--- config.mk ---
export PLATFORM = sky130hd
export DESIGN_NAME = serial_subtractor_flat
export DESIGN_NICKNAME = d
export VERILOG_FILES = /design/src/rtl/serial_subtractor_pkg.sv /design/src/rtl/serial_subtractor_if.sv /design/src/rtl/serial_subtractor_sub_slice.sv /design/src/rtl/serial_subtractor.sv /design/src/flat_wrapper.sv
export SDC_FILE = /design/constraint.sdc
export NUM_CORES = 1
export LEC_CHECK = 0
export CAP_MARGIN = 5
export CORE_MARGIN = 3
export CORE_UTILIZATION = 50
export DETAILED_ROUTE_END_ITERATION = 16
export PLACE_DENSITY = 0.74
export SLEW_MARGIN = 10
export SYNTH_ARGS = -nofsm -noshare
export SYNTH_HDL_FRONTEND = slang
export SYNTH_SLANG_ARGS = --single-unit
--- constraint.sdc ---
create_clock -name clk -period 7.8 [get_ports clk]
set_input_delay 1.17 -clock clk [delete_from_list [all_inputs] [get_ports clk]]
set_output_delay 1.17 -clock clk [all_outputs]
set_load 0.01 [all_outputs]
--- src/rtl/serial_subtractor_pkg.sv ---
// Shared arithmetic package.
// Purpose: state encoding for the serial arithmetic FSMs and a constant
//          clog2 helper used to size slice counters.
// Contents: state_t (IDLE, RUN, DONE), function clog2.
package arith_pkg;

    typedef enum logic [1:0] {
        IDLE = 2'd0,
        RUN  = 2'd1,
        DONE = 2'd2
    } state_t;

    // Ceiling log2; clog2(1) == 0, so callers clamp to at least one bit.
    function automatic int clog2(input int value);
        int r;
        int v;
        r = 0;
        v = value - 1;
        while (v > 0) begin
            r++;
            v = v >> 1;
        end
        return r;
    endfunction

endpackage

--- src/rtl/serial_subtractor_if.sv ---
// Request/result bundle for serial_subtractor.
// Purpose: groups the start handshake, operands and result signals.
// Ports (slave = subtractor side):
//   start, a, b, borrow_in, signed_mode : requester -> subtractor
//   ready, busy, done, diff, borrow_out, overflow, state : subtractor -> requester
// Handshake: a request is taken on a rising edge where start=1 and ready=1;
//   the operand signals only need to be valid on that edge. done is a
//   single-cycle pulse and diff/borrow_out/overflow are valid while it is
//   high (they stay held afterwards). state is a debug view of the FSM.
interface serial_subtractor_if
    import arith_pkg::*;
#(
    parameter int WIDTH = 8
);
    logic             start;
    logic [WIDTH-1:0] a;
    logic [WIDTH-1:0] b;
    logic             borrow_in;
    logic             signed_mode;
    logic             ready;
    logic             busy;
    logic             done;
    logic [WIDTH-1:0] diff;
    logic             borrow_out;
    logic             overflow;
    state_t           state;

    modport master (
        output start, a, b, borrow_in, signed_mode,
        input  ready, busy, done, diff, borrow_out, overflow, state
    );

    modport slave (
        input  start, a, b, borrow_in, signed_mode,
        output ready, busy, done, diff, borrow_out, overflow, state
    );
endinterface

--- src/rtl/serial_subtractor_sub_slice.sv ---
// sub_slice: combinational DIGIT-bit subtractor cell with borrow chain.
// Ports:
//   x, y  : DIGIT-bit minuend / subtrahend slice
//   bin   : borrow into the slice
//   d     : DIGIT-bit difference
//   bout  : borrow out of the slice (1 when x < y + bin)
module sub_slice #(
    parameter int DIGIT = 2
) (
    input  logic [DIGIT-1:0] x,
    input  logic [DIGIT-1:0] y,
    input  logic             bin,
    output logic [DIGIT-1:0] d,
    output logic             bout
);
    // One extra bit catches the borrow: it is set exactly when the
    // zero-extended difference goes negative.
    logic [DIGIT:0] t;

    assign t    = {1'b0, x} - {1'b0, y} - {{DIGIT{1'b0}}, bin};
    assign d    = t[DIGIT-1:0];
    assign bout = t[DIGIT];
endmodule

--- src/rtl/serial_subtractor.sv ---
// serial_subtractor: multi-cycle diff = a - b - borrow_in, DIGIT bits/clock.
// Ports:
//   clk  : clock, rising edge
//   rst  : synchronous active-high reset
//   bus  : serial_subtractor_if.slave (start/operands in, ready/busy/done,
//          diff/borrow_out/overflow and debug state out)
// One operation takes NSLICE RUN cycles plus one DONE cycle; a new start
// may be taken in the DONE cycle.
module serial_subtractor
    import arith_pkg::*;
#(
    parameter int WIDTH = 8,
    parameter int DIGIT = 2
) (
    input  logic                 clk,
    input  logic                 rst,
    serial_subtractor_if.slave   bus
);
    localparam int NSLICE = WIDTH / DIGIT;
    localparam int CW     = (NSLICE > 1) ? clog2(NSLICE) : 1;
    localparam logic [CW-1:0] LAST = CW'(NSLICE - 1);

    generate
        if (WIDTH < 1 || DIGIT < 1 || DIGIT > WIDTH || (WIDTH % DIGIT) != 0) begin : g_bad_params
            $error("serial_subtractor: DIGIT must divide WIDTH and lie in 1..WIDTH");
        end
    endgenerate

    state_t           state, state_next;
    logic [WIDTH-1:0] a_q, b_q, res_q, res_next;
    logic             signed_q, borrow_q;
    logic [CW-1:0]    cnt;
    logic [WIDTH-1:0] diff_q;
    logic             borrow_out_q, overflow_q;

    logic [DIGIT-1:0] slice_a, slice_b, slice_d;
    logic             slice_bo;
    logic             accept, last, ovf_next;
    int unsigned      base;

    sub_slice #(.DIGIT(DIGIT)) u_slice (
        .x    (slice_a),
        .y    (slice_b),
        .bin  (borrow_q),
        .d    (slice_d),
        .bout (slice_bo)
    );

    // Slice select and the result word as it will look after this slice.
    always_comb begin
        base     = int'(cnt) * DIGIT;
        slice_a  = a_q[base +: DIGIT];
        slice_b  = b_q[base +: DIGIT];
        res_next = res_q;
        res_next[base +: DIGIT] = slice_d;
        last     = (cnt == LAST);
        // Signed overflow: operands of different sign and the result sign
        // differs from the minuend.
        ovf_next = signed_q ? ((a_q[WIDTH-1] ^ b_q[WIDTH-1]) & (res_next[WIDTH-1] ^ a_q[WIDTH-1]))
                            : slice_bo;
    end

    always_ff @(posedge clk) begin
        if (rst) state <= IDLE;
        else     state <= state_next;
    end

    always_comb begin
        state_next = state;
        bus.ready  = 1'b0;
        bus.busy   = 1'b0;
        bus.done   = 1'b0;
        accept     = 1'b0;
        case (state)
            IDLE: begin
                bus.ready = 1'b1;
                accept    = bus.start;
                if (bus.start) state_next = RUN;
            end
            RUN: begin
                bus.busy = 1'b1;
                if (last) state_next = DONE;
            end
            DONE: begin
                bus.ready  = 1'b1;
                bus.done   = 1'b1;
                accept     = bus.start;
                state_next = bus.start ? RUN : IDLE;
            end
            default: state_next = IDLE;
        endcase
    end

    always_ff @(posedge clk) begin
        if (rst) begin
            a_q          <= '0;
            b_q          <= '0;
            res_q        <= '0;
            signed_q     <= 1'b0;
            borrow_q     <= 1'b0;
            cnt          <= '0;
            diff_q       <= '0;
            borrow_out_q <= 1'b0;
            overflow_q   <= 1'b0;
        end else if (accept) begin
            a_q      <= bus.a;
            b_q      <= bus.b;
            borrow_q <= bus.borrow_in;
            signed_q <= bus.signed_mode;
            cnt      <= '0;
        end else if (state == RUN) begin
            res_q    <= res_next;
            borrow_q <= slice_bo;
            cnt      <= cnt + 1'b1;
            // Visible results change only on the edge that enters DONE.
            if (last) begin
                diff_q       <= res_next;
                borrow_out_q <= slice_bo;
                overflow_q   <= ovf_next;
            end
        end
    end

    assign bus.diff       = diff_q;
    assign bus.borrow_out = borrow_out_q;
    assign bus.overflow   = overflow_q;
    assign bus.state      = state;
endmodule

--- src/flat_wrapper.sv ---
// flat-port wrapper written by rule: the top's interface ports become plain ports
module serial_subtractor_flat import arith_pkg::*;
#(
    parameter int WIDTH = 8,
    parameter int DIGIT = 2
)
  (clk, rst, bus_start, bus_a, bus_b, bus_borrow_in, bus_signed_mode, bus_ready, bus_busy, bus_done, bus_diff, bus_borrow_out, bus_overflow, bus_state);
  serial_subtractor_if #(.WIDTH(WIDTH)) bus_i ();
  input  logic clk;
  input  logic rst;
  input wire logic [$bits(bus_i.start)-1:0] bus_start;
  input wire logic [$bits(bus_i.a)-1:0] bus_a;
  input wire logic [$bits(bus_i.b)-1:0] bus_b;
  input wire logic [$bits(bus_i.borrow_in)-1:0] bus_borrow_in;
  input wire logic [$bits(bus_i.signed_mode)-1:0] bus_signed_mode;
  output wire logic [$bits(bus_i.ready)-1:0] bus_ready;
  output wire logic [$bits(bus_i.busy)-1:0] bus_busy;
  output wire logic [$bits(bus_i.done)-1:0] bus_done;
  output wire logic [$bits(bus_i.diff)-1:0] bus_diff;
  output wire logic [$bits(bus_i.borrow_out)-1:0] bus_borrow_out;
  output wire logic [$bits(bus_i.overflow)-1:0] bus_overflow;
  output wire logic [$bits(bus_i.state)-1:0] bus_state;
  assign bus_i.start = bus_start;
  assign bus_i.a = bus_a;
  assign bus_i.b = bus_b;
  assign bus_i.borrow_in = bus_borrow_in;
  assign bus_i.signed_mode = bus_signed_mode;
  assign bus_ready = bus_i.ready;
  assign bus_busy = bus_i.busy;
  assign bus_done = bus_i.done;
  assign bus_diff = bus_i.diff;
  assign bus_borrow_out = bus_i.borrow_out;
  assign bus_overflow = bus_i.overflow;
  assign bus_state = bus_i.state;
  serial_subtractor #(.WIDTH(WIDTH), .DIGIT(DIGIT)) u_core (.clk(clk), .rst(rst), .bus(bus_i));
endmodule
Word level (Yosys, flattened, before mapping)

Index checks and enable logic that the tools add are counted.

Register bits: 40
Input port bits: 21
Output and inout port bits: 15

Mux-type cells: 12
Shifts and indexed selects: 4
Add/subtract/negate cells: 4
Bitwise logic cells: 4
Equal/unequal tests: 5
Reductions and logical operators: 7

Operator list:

| kind                     | count |
|---|---|
| $neg A3 Y34              | 1 |
| $shift A2 B34 Y8 const A | 1 |
| $shiftx A2 B34 Y8        | 1 |
| $shiftx A8 B4 Y2         | 2 |
| $bwmux W8                | 1 |
| $mux W1                  | 8 |
| $pmux W2 S3              | 1 |
| $eq A2 B2 Y1 const B     | 2 |
| $mux W2                  | 2 |
| $reduce_and A2 Y1        | 2 |
| $reduce_or A2 Y1         | 2 |
| $reduce_and A3 Y1        | 1 |
| $sub A2 B2 Y3            | 1 |
| $sub A3 B1 Y3            | 1 |
| $add A2 B1 Y2 const B    | 1 |
| $eq A2 B1 Y1 const B     | 1 |
| $logic_not A2 Y1         | 1 |
| $ne A2 B1 Y1 const B     | 1 |
| $ne A2 B2 Y1 const B     | 1 |
| $reduce_bool A2 Y1       | 1 |
| $xor A1 B1 Y1            | 2 |
| $and A1 B1 Y1            | 1 |
| $not A1 Y1               | 1 |

Logic depth before layout (Yosys ltp)

Gate-level depths: netlist of run 1.

Depth after elaboration: 8
Depth in mapped cells: 10
Gate-level depth less buffers: 9

Modules after synthesis

Synthesis of run 1 repeated with hierarchy kept, for this count alone.

Cell total of the unflattened synthesis: 206
Area total of the unflattened synthesis: 1883.1 µm²

Modules (own cells, without submodules):

| module            | times used | area an instance (µm²) | cells each |
|---|---|---|---|
| serial_subtractor | 1          | 1820.5                 | 198 |
| sub_slice         | 1          | 62.6                   | 8 |

Worst setup path after synthesis of run 1

Ideal clock, no wire load.

Path kind: register -> register
Start: reg u_core.cnt[0]
End: reg u_core.overflow_q (netlist: u_core.bus.overflow)
Path buffers: 1
Slack: 4.883 ns
Data required time: 7.704 ns
Stages on the path, launching flop included: 10
Clock period less this slack: 2.917 ns
Arrival time: 2.822 ns
Path through: dfxtp_1 buf_2 mux4_2 fa_1 inv_1 fa_1 nor4b_4 and4b_1 nor4b_1 o41ai_2

Longest elaborated chain between the ends: 8
Elaborated cells on any way between the ends: 13

Ends and longest elaborated chain:

| what                                       | line                                             | text |
|---|---|---|
| from (decl)                                | serial_subtractor.sv:32                          | `logic [CW-1:0] cnt;` |
| from (signal assigned)                     | serial_subtractor.sv:114                         | `cnt <= cnt + 1'b1;` |
| $shiftx A8 B4 Y2, on equally long branches | serial_subtractor.sv:52, serial_subtractor.sv:53 |  |
| $sub A2 B2 Y3                              | serial_subtractor_sub_slice.sv:20                | `assign t = {1'b0, x} - {1'b0, y} - {{DIGIT{1'b0}}, bin};` |
| $sub A3 B1 Y3                              | serial_subtractor_sub_slice.sv:20                |  |
| $shiftx A2 B34 Y8                          | serial_subtractor.sv:55                          | `res_next[base +: DIGIT] = slice_d;` |
| $bwmux W8                                  | serial_subtractor.sv:55                          |  |
| $xor A1 B1 Y1                              | serial_subtractor.sv:59                          | `ovf_next = signed_q ? ((a_q[WIDTH-1] ^ b_q[WIDTH-1]) & (res_next[WIDTH-1] ^ a_q[WIDTH-1]))` |
| $and A1 B1 Y1                              | serial_subtractor.sv:59                          |  |
| $mux W1                                    | serial_subtractor.sv:59                          |  |
| to (signal assigned)                       | serial_subtractor.sv:119                         | `overflow_q <= ovf_next;` |
| to (decl)                                  | serial_subtractor.sv:34                          | `logic borrow_out_q, overflow_q;` |

Parallel ways exist; a longest one is shown, timed or not.
A chain may end at the register's enable or synchronous reset.

Worst setup path after layout of run 1

Same ends and word-level chain as after synthesis.

==> impl_metrics.csv, run 1 <==
group,metric,value,unit
global_routing,grt_pass1_vias,1354,
sta,rsz0062_at_grt,"false",
hold_path,min_to,"u_core.b_q[5]",
cells_and_area,diodes,0,
placement,dp_cells,277,
power_and_ir_drop,irDropWorstVdd,120,uV
sta,tightest_slew,0.771,ns
global_routing,antenna_found_initial,0,
setup_path,r2r_cells,8,
outcome,status,"complete, no violations",
routing,drtIter0Drc,65,
sta,layout_min_cycle_time,3.22,ns
die,die_x,67.5,um
sta,slew_viol_final,0,
placement,gp_congestion,0.769,
sta,maxSlewHeadroom,48.6,%
placement,hpwl,2.62,mm
cts,cts_hold_buf,0,
cts,root_buffer,"clkbuf_8",
cells_and_area,layout_commonest_cell,"dfxtp_1",
global_routing,grt_pass1_wl,6.17,mm
setup_path,r2r-start,"u_core.cnt[0]",
routing,num_vias,1452,
synthesis,synth_warnings,0,
setup_path,rrSetupSlack,4.58,ns
setup_path,crit_path_end_kind,"flip-flop",
routing,ant_nets,0,
cells_and_area,drive_gt1_share,10.0,%
die,core,0.00349,sq mm
cts,clock_path_buffers,2,
cts,cts_resized,0,
cells_and_area,final_cells,285,
cells_and_area,nets,267,
die,num_rows,21,
power_and_ir_drop,power.density,185,mW/mm^2
sta,hold_violations,0,
job,max_cap_viol_count,0,
die,die_area,0.00455,sq mm
synthesis,synth_seq_area_share,42.4,%
sta,max_freq,311,MHz
power_and_ir_drop,total_power,0.431,mW
cells_and_area,syn2layout_area_growth,23.3,%
setup_path,cp-start-kind,"flip-flop",
routing,firstDrtPassIters,4,
synthesis,syn_nets,236,
cts,cts_sinks,40,
setup_path,cp.arrival,3.38,ns
routing,routed_wl,3.66,mm
routing,drc,0,
global_routing,grt-ovfl-total,0,
hold_path,min_path_type,"flip-flop to flip-flop",
cts,cts_max_level,2,
cts,clkTransAtPathRegs,0.07,ns
synthesis,syn_inst,207,
cts,cts_tree,"done",
hold_path,hp-start,"u_core.b_q[5]",
synthesis,ys_types,34,
die,ios,36,
power_and_ir_drop,leakage,0.831,nW
hold_path,hold-path-cell-count,2,
routing,vias_per_cell,5.09,
global_routing,grt_use_total,18.3,%
die,fp.dieH,67.5,um
synthesis,syn_avg_cell_area,9.13,sq um
cts,worstSkewPairLatency,0.29,ns
cells_and_area,mostFrequentLayoutCells,"dfxtp_1 (40), nand2_1 (38), clkdlybuf4s50_1 (35)",
sta,skew,0.00494,ns
cts,post-cts-setup-buffers,0,
global_routing,grt_max_degree,42,
cts,cts_buffers,5,
placement,portBuffers,35,
setup_path,crit_fanout,15,
routing,wire_per_inst,12.8,um
setup_path,required,7.96,ns
synthesis,synth-seq-cells,40,
setup_path,critPathKind,"flip-flop to flip-flop",
sta,post-route-period-util,41.3,%
die,start_util,54.1,%
synthesis,synth_area,0.00189,sq mm
sta,fin_setup_tns,0,ns
sta,finalSetupViolations,0,
setup_path,r2r-end,"u_core.bus.overflow",
[logic make-up after synthesis]
| logic type | share of synthesized area (%) |
|---|---|
| and+or+nand+nor | 21.4 |
| AOI/OAI and AO/OA | 18.3 |
| adders and majority gates | 6.09 |
| DFF | 42.4 |
| muxes | 5.29 |
| xor gates and xnor gates | 0.463 |
| buffers and inverters | 6.02 |
[registers in the layout, summed over array words and instances (netlist names)]
signal                 cells
u_core.cnt                 2
u_core.a_q                 8
u_core.borrow_q            1
u_core.bus.overflow        1
u_core.b_q                 8
u_core.res_q               8
u_core.bus.borrow_out      1
u_core.bus.diff            8
u_core.bus.state           2
u_core.signed_q            1
[how the worst max path moves through the flow]
stage                  startpoint             endpoint  slack [ns]  depth (start not counted)
detailed placement  u_core.cnt[0]  u_core.bus.overflow        4.55                          8
global placement    u_core.cnt[0]  u_core.bus.overflow        4.68                          8
floorplan           u_core.cnt[0]  u_core.bus.overflow        4.88                          9
CTS                 u_core.cnt[0]  u_core.bus.overflow        4.56                          8
finish              u_core.cnt[0]  u_core.bus.overflow        4.58                          8
global route        u_core.cnt[0]  u_core.bus.overflow        4.37                          8
[layout make-up]
| class | instances | area (sq um) |
|---|---|---|
| clock buffers | 8 | 90.1 |
| flip-flops and latches | 40 | 801 |
| fillers | 304 | 1160 |
| multi-input cells | 144 | 976 |
| well taps | 46 | 57.6 |
| inverters | 9 | 33.8 |
| repair buffers | 38 | 373 |
[critical path, stage by stage (launching register included)]
cell and delay, ns:
dfxtp_1 0.74, mux4_2 0.60, fa_1 0.38, inv_1 0.08, fa_1 0.47, nor4b_4 0.28, nor4bb_1 0.09, nor4b_1 0.32
o41ai_2 0.11
[metal layers]
| layer | GRT usage (%) | vias up | wire length (um) |
|---|---|---|---|
| met3 | 5.82 | 6 | 171 |
| li1 | - | 774 | - |
| met5 | 0 | - | 0 |
| met4 | 6.84 | 0 | 61 |
| met2 | 29.4 | 28 | 1690 |
| met1 | 22.8 | 644 | 1730 |
[report_power, final]
part,total (mW),internal (mW),switching (mW),leakage (nW)
combinational,0.0692,0.0338,0.0354,0.459
clock,0.139,0.0721,0.0669,0.0455
sequential,0.223,0.215,0.00822,0.327
[synthesized netlist by cell type (all sizes together)]
cell type | n | area, sq um
a211oi | 16 | 160
a21oi | 23 | 115
a22oi | 1 | 7.51
a31oi | 2 | 12.5
a41oi | 4 | 35.0
and2 | 1 | 6.26
and4b | 2 | 20.0
buf | 8 | 57.6
clkbuf | 6 | 22.5
dfxtp | 40 | 801
fa | 2 | 40.0
ha | 6 | 75.1
inv | 9 | 33.8
mux2i | 1 | 10.0
mux4 | 4 | 90.1
nand2 | 38 | 143
nand2b | 1 | 6.26
nand3b | 2 | 15.0
nor2 | 22 | 85.1
nor2b | 10 | 62.6
nor3 | 2 | 10.0
nor4b | 2 | 32.5
nor4bb | 1 | 10.0
o41ai | 1 | 16.3
or3 | 1 | 6.26
or3b | 1 | 8.76
xnor2 | 1 | 8.76
[metrics by stage]
stage | area [sq um] | utilization, % | hold slack [ns] | worst slack [ns]
floorplan | 1890 | - | 0.433 | 4.88
global placement | 2240 | 64.1 | 0.448 | 4.68
detailed placement | 2240 | 64.1 | 0.452 | 4.55
CTS | 2330 | 66.7 | 0.462 | 4.56
global route | 2330 | 66.7 | 0.485 | 4.37
finish | 2330 | 66.7 | 0.461 | 4.58
Power figures use the tool's default switching activity.
==> run 2: changes to the inputs <==
==> constraint.sdc (replaced) <==
create_clock -name clk -period 3.3 [get_ports clk]
set_input_delay 0.495 -clock clk [delete_from_list [all_inputs] [get_ports clk]]
set_output_delay 0.495 -clock clk [all_outputs]
set_load 0.01 [all_outputs]
==> run 2 against run 1 <==
Effect of this change: utilization up 0.72 points; global-route usage rose by 1.2 points; power increased to 2.5 times the previous value; sequential share of layout area is 0.36 points lower.
==> impl_metrics.csv, run 2 (synthesis gave the netlist of run 1 again) <==
group,metric,value,unit
setup_path,cp-start-kind,"flip-flop",
routing,routed_wl,3.97,mm
setup_path,cp.arrival,3.10,ns
global_routing,use_met1,21.9,%
cells_and_area,nets,268,
sta,maxSlewHeadroom,46.8,%
cells_and_area,multiInputGateArea,976,sq um
cells_and_area,seq_area,801,sq um
power_and_ir_drop,power.density,464,mW/mm^2
setup_path,critPathKind,"flip-flop to flip-flop",
sta,timing.hold.ws,0.457,ns
global_routing,use_met3,7.15,%
sta,finalSetupViolations,0,
routing,firstDrtPassIters,4,
routing,ant_nets,0,
routing,wire_per_inst,13.9,um
global_routing,grt_pass1_vias,1493,
global_routing,grt_use_total,19.5,%
cts,cts_resized,0,
setup_path,critPathTopFamily,"adder cells",
hold_path,min_to,"u_core.a_q[5]",
setup_path,r2r-start,"u_core.cnt[0]",
setup_path,crit_chain,"mux4_2 -> fa_1 -> inv_1 -> fa_1 -> nor4b_4 -> nor4bb_1 -> nor4b_1 -> o41ai_2",
setup_path,crit_path_end_kind,"flip-flop",
sta,layout_min_cycle_time,2.93,ns
cts,worstSkewPairLatency,0.30,ns
setup_path,required,3.48,ns
sta,max_freq,341,MHz
cells_and_area,mostFrequentLayoutCells,"dfxtp_1 (40), nand2_1 (38), clkdlybuf4s50_1 (35)",
cts,cts_sinks,40,
die,die_area,0.00455,sq mm
sta,slew_viol_final,0,
setup_path,cpMostUsedCell,"fa_1",
cts,clock_path_buffers,2,
sta,setup_slack,0.372,ns
power_and_ir_drop,irDropWorstVdd,259,uV
job,max_cap_viol_count,0,
placement,post_dp_cell_area,0.00225,sq mm
cts,root_buffer,"clkbuf_8",
setup_path,r2r-end,"u_core.bus.overflow",
cells_and_area,syn2layout_area_growth,24.6,%
cts,cts_tree,"done",
cells_and_area,layout_commonest_cell,"dfxtp_1",
setup_path,slowest_stage,"mux4_2",
sta,skew,0.00958,ns
routing,drc,0,
cells_and_area,fin_util,67.4,%
placement,portBuffers,35,
setup_path,critPathBufInv,1,
global_routing,grt-ovfl-total,0,
sta,post-route-period-util,88.7,%
setup_path,crit_fanout,5,
hold_path,hold-path-cell-count,2,
routing,drtIter0Drc,105,
cts,clkTransAtPathRegs,0.08,ns
sta,hold_violations,0,
global_routing,grt_pass1_wl,6.51,mm
setup_path,rrSetupSlack,0.37,ns
die,fp.dieH,67.5,um
placement,dp_slack,0.343,ns
cells_and_area,diodes,0,
placement,gp_congestion,0.765,
sta,tightest_slew,0.798,ns
power_and_ir_drop,leakage,0.846,nW
hold_path,hp-start,"u_core.a_q[5]",
setup_path,cp_slowest_stage_delay,0.56,ns
global_routing,grt_use_met2,33.2,%
die,core,0.00349,sq mm
die,die_x,67.5,um
outcome,status,"complete, no violations",
die,num_rows,21,
cts,cts_max_level,2,
global_routing,antenna_found_initial,0,
placement,hpwl,2.80,mm
routing,num_vias,1560,
cts,cts_buffers,5,
cells_and_area,fill_cells,305,
die,ios,36,
sta,rsz0062_at_grt,"false",
cts,cts_hold_buf,0,
die,start_util,54.1,%
global_routing,grt_max_degree,42,
cts,post-cts-setup-buffers,0,
routing,vias_per_cell,5.45,
setup_path,r2r_cells,8,
cells_and_area,finalInstanceArea,0.00236,sq mm
global_routing,grt_busiest_layer,"met2",
cells_and_area,drive_gt1_share,10.8,%
hold_path,min_path_type,"flip-flop to flip-flop",
sta,fin_setup_tns,0,ns
==> run 2: cell types whose count changed in the layout (fill, tap and decap cells not counted), sizes merged <==
cell    previous run  this run
clkbuf             8         6
buf                3         4
bufinv             0         1
clkinv             0         1
==> run 2: cell type report <==
| cell class | count | area share (%) |
|---|---|---|
| clock buffers | 6 | 3.08 |
| clock inverters | 2 | 1.49 |
| flip-flops and latches | 40 | 34.0 |
| well taps | 46 | 2.44 |
| repair buffers | 39 | 16.1 |
| multi-input cells | 144 | 41.4 |
| inverters | 9 | 1.43 |
==> run 2: how the worst max path moves through the flow <==
stage | from | to | slack (ns) | depth (start not counted)
floorplan | u_core.cnt[0] | u_core.bus.overflow | 0.38 | 9
global placement | u_core.cnt[0] | u_core.bus.overflow | 0.47 | 8
detailed placement | u_core.cnt[0] | u_core.bus.overflow | 0.34 | 8
CTS | u_core.cnt[0] | u_core.bus.overflow | 0.34 | 8
global route | u_core.cnt[0] | u_core.bus.overflow | 0.19 | 8
finish | u_core.cnt[0] | u_core.bus.overflow | 0.37 | 8
==> run 2: tightest hold or removal path, stage by stage (launching register included) <==
cell and delay [ns]:
dfxtp_1 0.31, nand2_1 0.05, a21oi_1 0.05
==> run 2: report_power, final <==
part	switching, mW	internal, mW
combinational	0.0891	0.0808
sequential	0.0169	0.507
clock	0.174	0.224
total	0.280	0.812
==> run 2: stage by stage <==
step	cells	total power [mW]
3_3_place_gp	278	0.697
2_1_floorplan	207	0.647
4_1_cts	286	1.10
5_1_grt	286	1.14
3_5_place_dp	278	0.704
6_report	286	1.09
==> run 2: layer usage <==
layer | part of all wire (%) | wire [um] | up-vias
met4 | 1.5 | 59 | 0
met5 | 0 | 0 | -
met1 | 44 | 1760 | 745
met3 | 4.9 | 194 | 7
met2 | 49 | 1960 | 33
li1 | - | - | 775
==> run 3: changes to the inputs <==
--- a/config.mk
+++ b/config.mk
@@ -8,6 +8,7 @@
 export CAP_MARGIN = 5
 export CORE_MARGIN = 3
 export CORE_UTILIZATION = 50
+export CTS_BUF_LIST = sky130_fd_sc_hd__clkbuf_16
 export DETAILED_ROUTE_END_ITERATION = 16
 export PLACE_DENSITY = 0.74
 export SLEW_MARGIN = 10
==> run 3 against run 2 <==
Effect of this change: cell area is 2.4% higher; utilization is 1.6 points higher; count of clock-buffer cells in the layout is 1 lower; sequential share of layout area is 0.79 points lower; maximum frequency hardly changed; cell count stayed put; non-clock buffer count stayed put; worst setup slack better by 0.0019 ns; clock power is 35% higher; critical path depth stayed put; combinational power hardly changed; flip-flop and latch count stayed put.
==> impl_metrics.csv, run 3 (synthesis gave the netlist of run 1 again) <==
group,metric,value,unit
setup_path,rrSetupSlack,0.37,ns
sta,finalSetupViolations,0,
global_routing,grt_max_degree,42,
sta,setup_slack,0.373,ns
routing,vias_per_cell,5.43,
power_and_ir_drop,p_seq_share,42.6,%
power_and_ir_drop,power.density,511,mW/mm^2
cells_and_area,fill_cells,293,
sta,rsz0062_at_grt,"false",
sta,timing.hold.ws,0.455,ns
cts,clkTransAtPathRegs,0.06,ns
routing,routed_wl,4.00,mm
placement,post_dp_cell_area,0.00225,sq mm
global_routing,grt_pass1_vias,1485,
outcome,status,"complete, no violations",
cts,cts_buffers,5,
sta,maxSlewHeadroom,45.6,%
die,fp.dieH,67.5,um
cts,clock_path_buffers,2,
routing,wire_per_inst,14.0,um
setup_path,required,3.45,ns
global_routing,grt_use_total,19.6,%
sta,max_freq,342,MHz
power_and_ir_drop,total_power,1.23,mW
setup_path,crit_fanout,5,
job,max_cap_viol_count,0,
placement,dp_slack,0.343,ns
routing,ant_nets,0,
cells_and_area,final_cells,286,
global_routing,grt_pass1_wl,6.53,mm
sta,layout_min_cycle_time,2.93,ns
power_and_ir_drop,leakage,0.876,nW
sta,tightest_slew,0.817,ns
routing,drc,0,
setup_path,r2r-end,"u_core.bus.overflow",
cells_and_area,drive_gt1_share,10.8,%
setup_path,r2r-start,"u_core.cnt[0]",
die,core,0.00349,sq mm
placement,gp_congestion,0.765,
routing,firstDrtPassIters,4,
die,die_x,67.5,um
placement,portBuffers,35,
cells_and_area,syn2layout_area_growth,27.6,%
sta,hold_violations,0,
cts,worstSkewPairLatency,0.28,ns
setup_path,cp-start-kind,"flip-flop",
placement,hpwl,2.80,mm
hold_path,hp-start,"u_core.b_q[3]",
die,ios,36,
routing,num_vias,1554,
cells_and_area,diodes,0,
cells_and_area,finalInstanceArea,0.00241,sq mm
power_and_ir_drop,clock_power_share,43.6,%
setup_path,crit_path_end_kind,"flip-flop",
setup_path,r2r_cells,8,
hold_path,hold-path-cell-count,2,
cts,cts_resized,0,
sta,skew,0.00566,ns
die,die_area,0.00455,sq mm
cts,post-cts-setup-buffers,0,
sta,fin_setup_tns,0,ns
setup_path,critPathKind,"flip-flop to flip-flop",
cts,cts_hold_buf,0,
cts,cts_max_level,2,
power_and_ir_drop,p_sw_share,23.7,%
cells_and_area,fin_util,69.0,%
die,start_util,54.1,%
power_and_ir_drop,irDropWorstVdd,272,uV
cells_and_area,layout_commonest_cell,"dfxtp_1",
global_routing,grt-ovfl-total,0,
die,num_rows,21,
hold_path,min_path_type,"flip-flop to flip-flop",
hold_path,min_to,"u_core.b_q[3]",
cts,root_buffer,"clkbuf_16",
cts,cts_sinks,40,
cts,cts_tree,"done",
cells_and_area,mostFrequentLayoutCells,"dfxtp_1 (40), nand2_1 (38), clkdlybuf4s50_1 (35)",
routing,drtIter0Drc,72,
cells_and_area,nets,268,
power_and_ir_drop,combPwrFrac,13.8,%
sta,post-route-period-util,88.7,%
power_and_ir_drop,p_int,0.941,mW
power_and_ir_drop,p_switching,0.292,mW
global_routing,antenna_found_initial,0,
setup_path,cp.arrival,3.08,ns
sta,slew_viol_final,0,
placement,dp_cells,278,
[run 3: changes by cell type in the layout (fill, tap and decap cells not counted), sizes merged]
cell,change
clkbuf,-1
inv,+1
[run 3: cell type report]
class | count | area [sq um] | area share, %
Multi-Input combinational cell | 144 | 976 | 40.5
Sequential cell | 40 | 801 | 33.2
Timing Repair Buffer | 39 | 380 | 15.8
Clock buffer | 5 | 125 | 5.19
Tap cell | 46 | 57.6 | 2.39
Clock inverter | 3 | 38.8 | 1.61
Inverter | 9 | 33.8 | 1.40
[run 3: worst max-delay path, cell delays in order (launching register included)]
cell	delay [ns]
dfxtp_1	0.48
mux4_2	0.56
fa_1	0.37
inv_1	0.08
fa_1	0.48
nor4b_4	0.28
nor4bb_1	0.09
nor4b_1	0.35
o41ai_2	0.12
[run 3: how the worst max path moves through the flow]
stage / start / end / slack (ns) / cells after the start
after floorplan: u_core.cnt[0] / u_core.bus.overflow / 0.38 / 9
after global placement: u_core.cnt[0] / u_core.bus.overflow / 0.47 / 8
after detailed placement: u_core.cnt[0] / u_core.bus.overflow / 0.34 / 8
after CTS: u_core.cnt[0] / u_core.bus.overflow / 0.34 / 8
after global routing: u_core.cnt[0] / u_core.bus.overflow / 0.20 / 8
final: u_core.cnt[0] / u_core.bus.overflow / 0.37 / 8
[run 3: layer usage]
layer | track usage, % | up-vias | part of all wire, %
met3 | 7.15 | 6 | 5.0
met2 | 33.0 | 33 | 50
met5 | 0 | - | 0
met4 | 7.59 | 0 | 1.1
li1 | - | 775 | -
met1 | 22.4 | 740 | 44
[run 3: power by group through the flow]
stage          registers (mW)  clock network, mW  logic [mW]
2_1_floorplan           0.530                  0       0.118
3_3_place_gp            0.534                  0       0.163
3_5_place_dp            0.535                  0       0.169
4_1_cts                 0.525              0.545       0.171
5_1_grt                 0.528              0.565       0.190
6_report                0.525              0.538       0.170
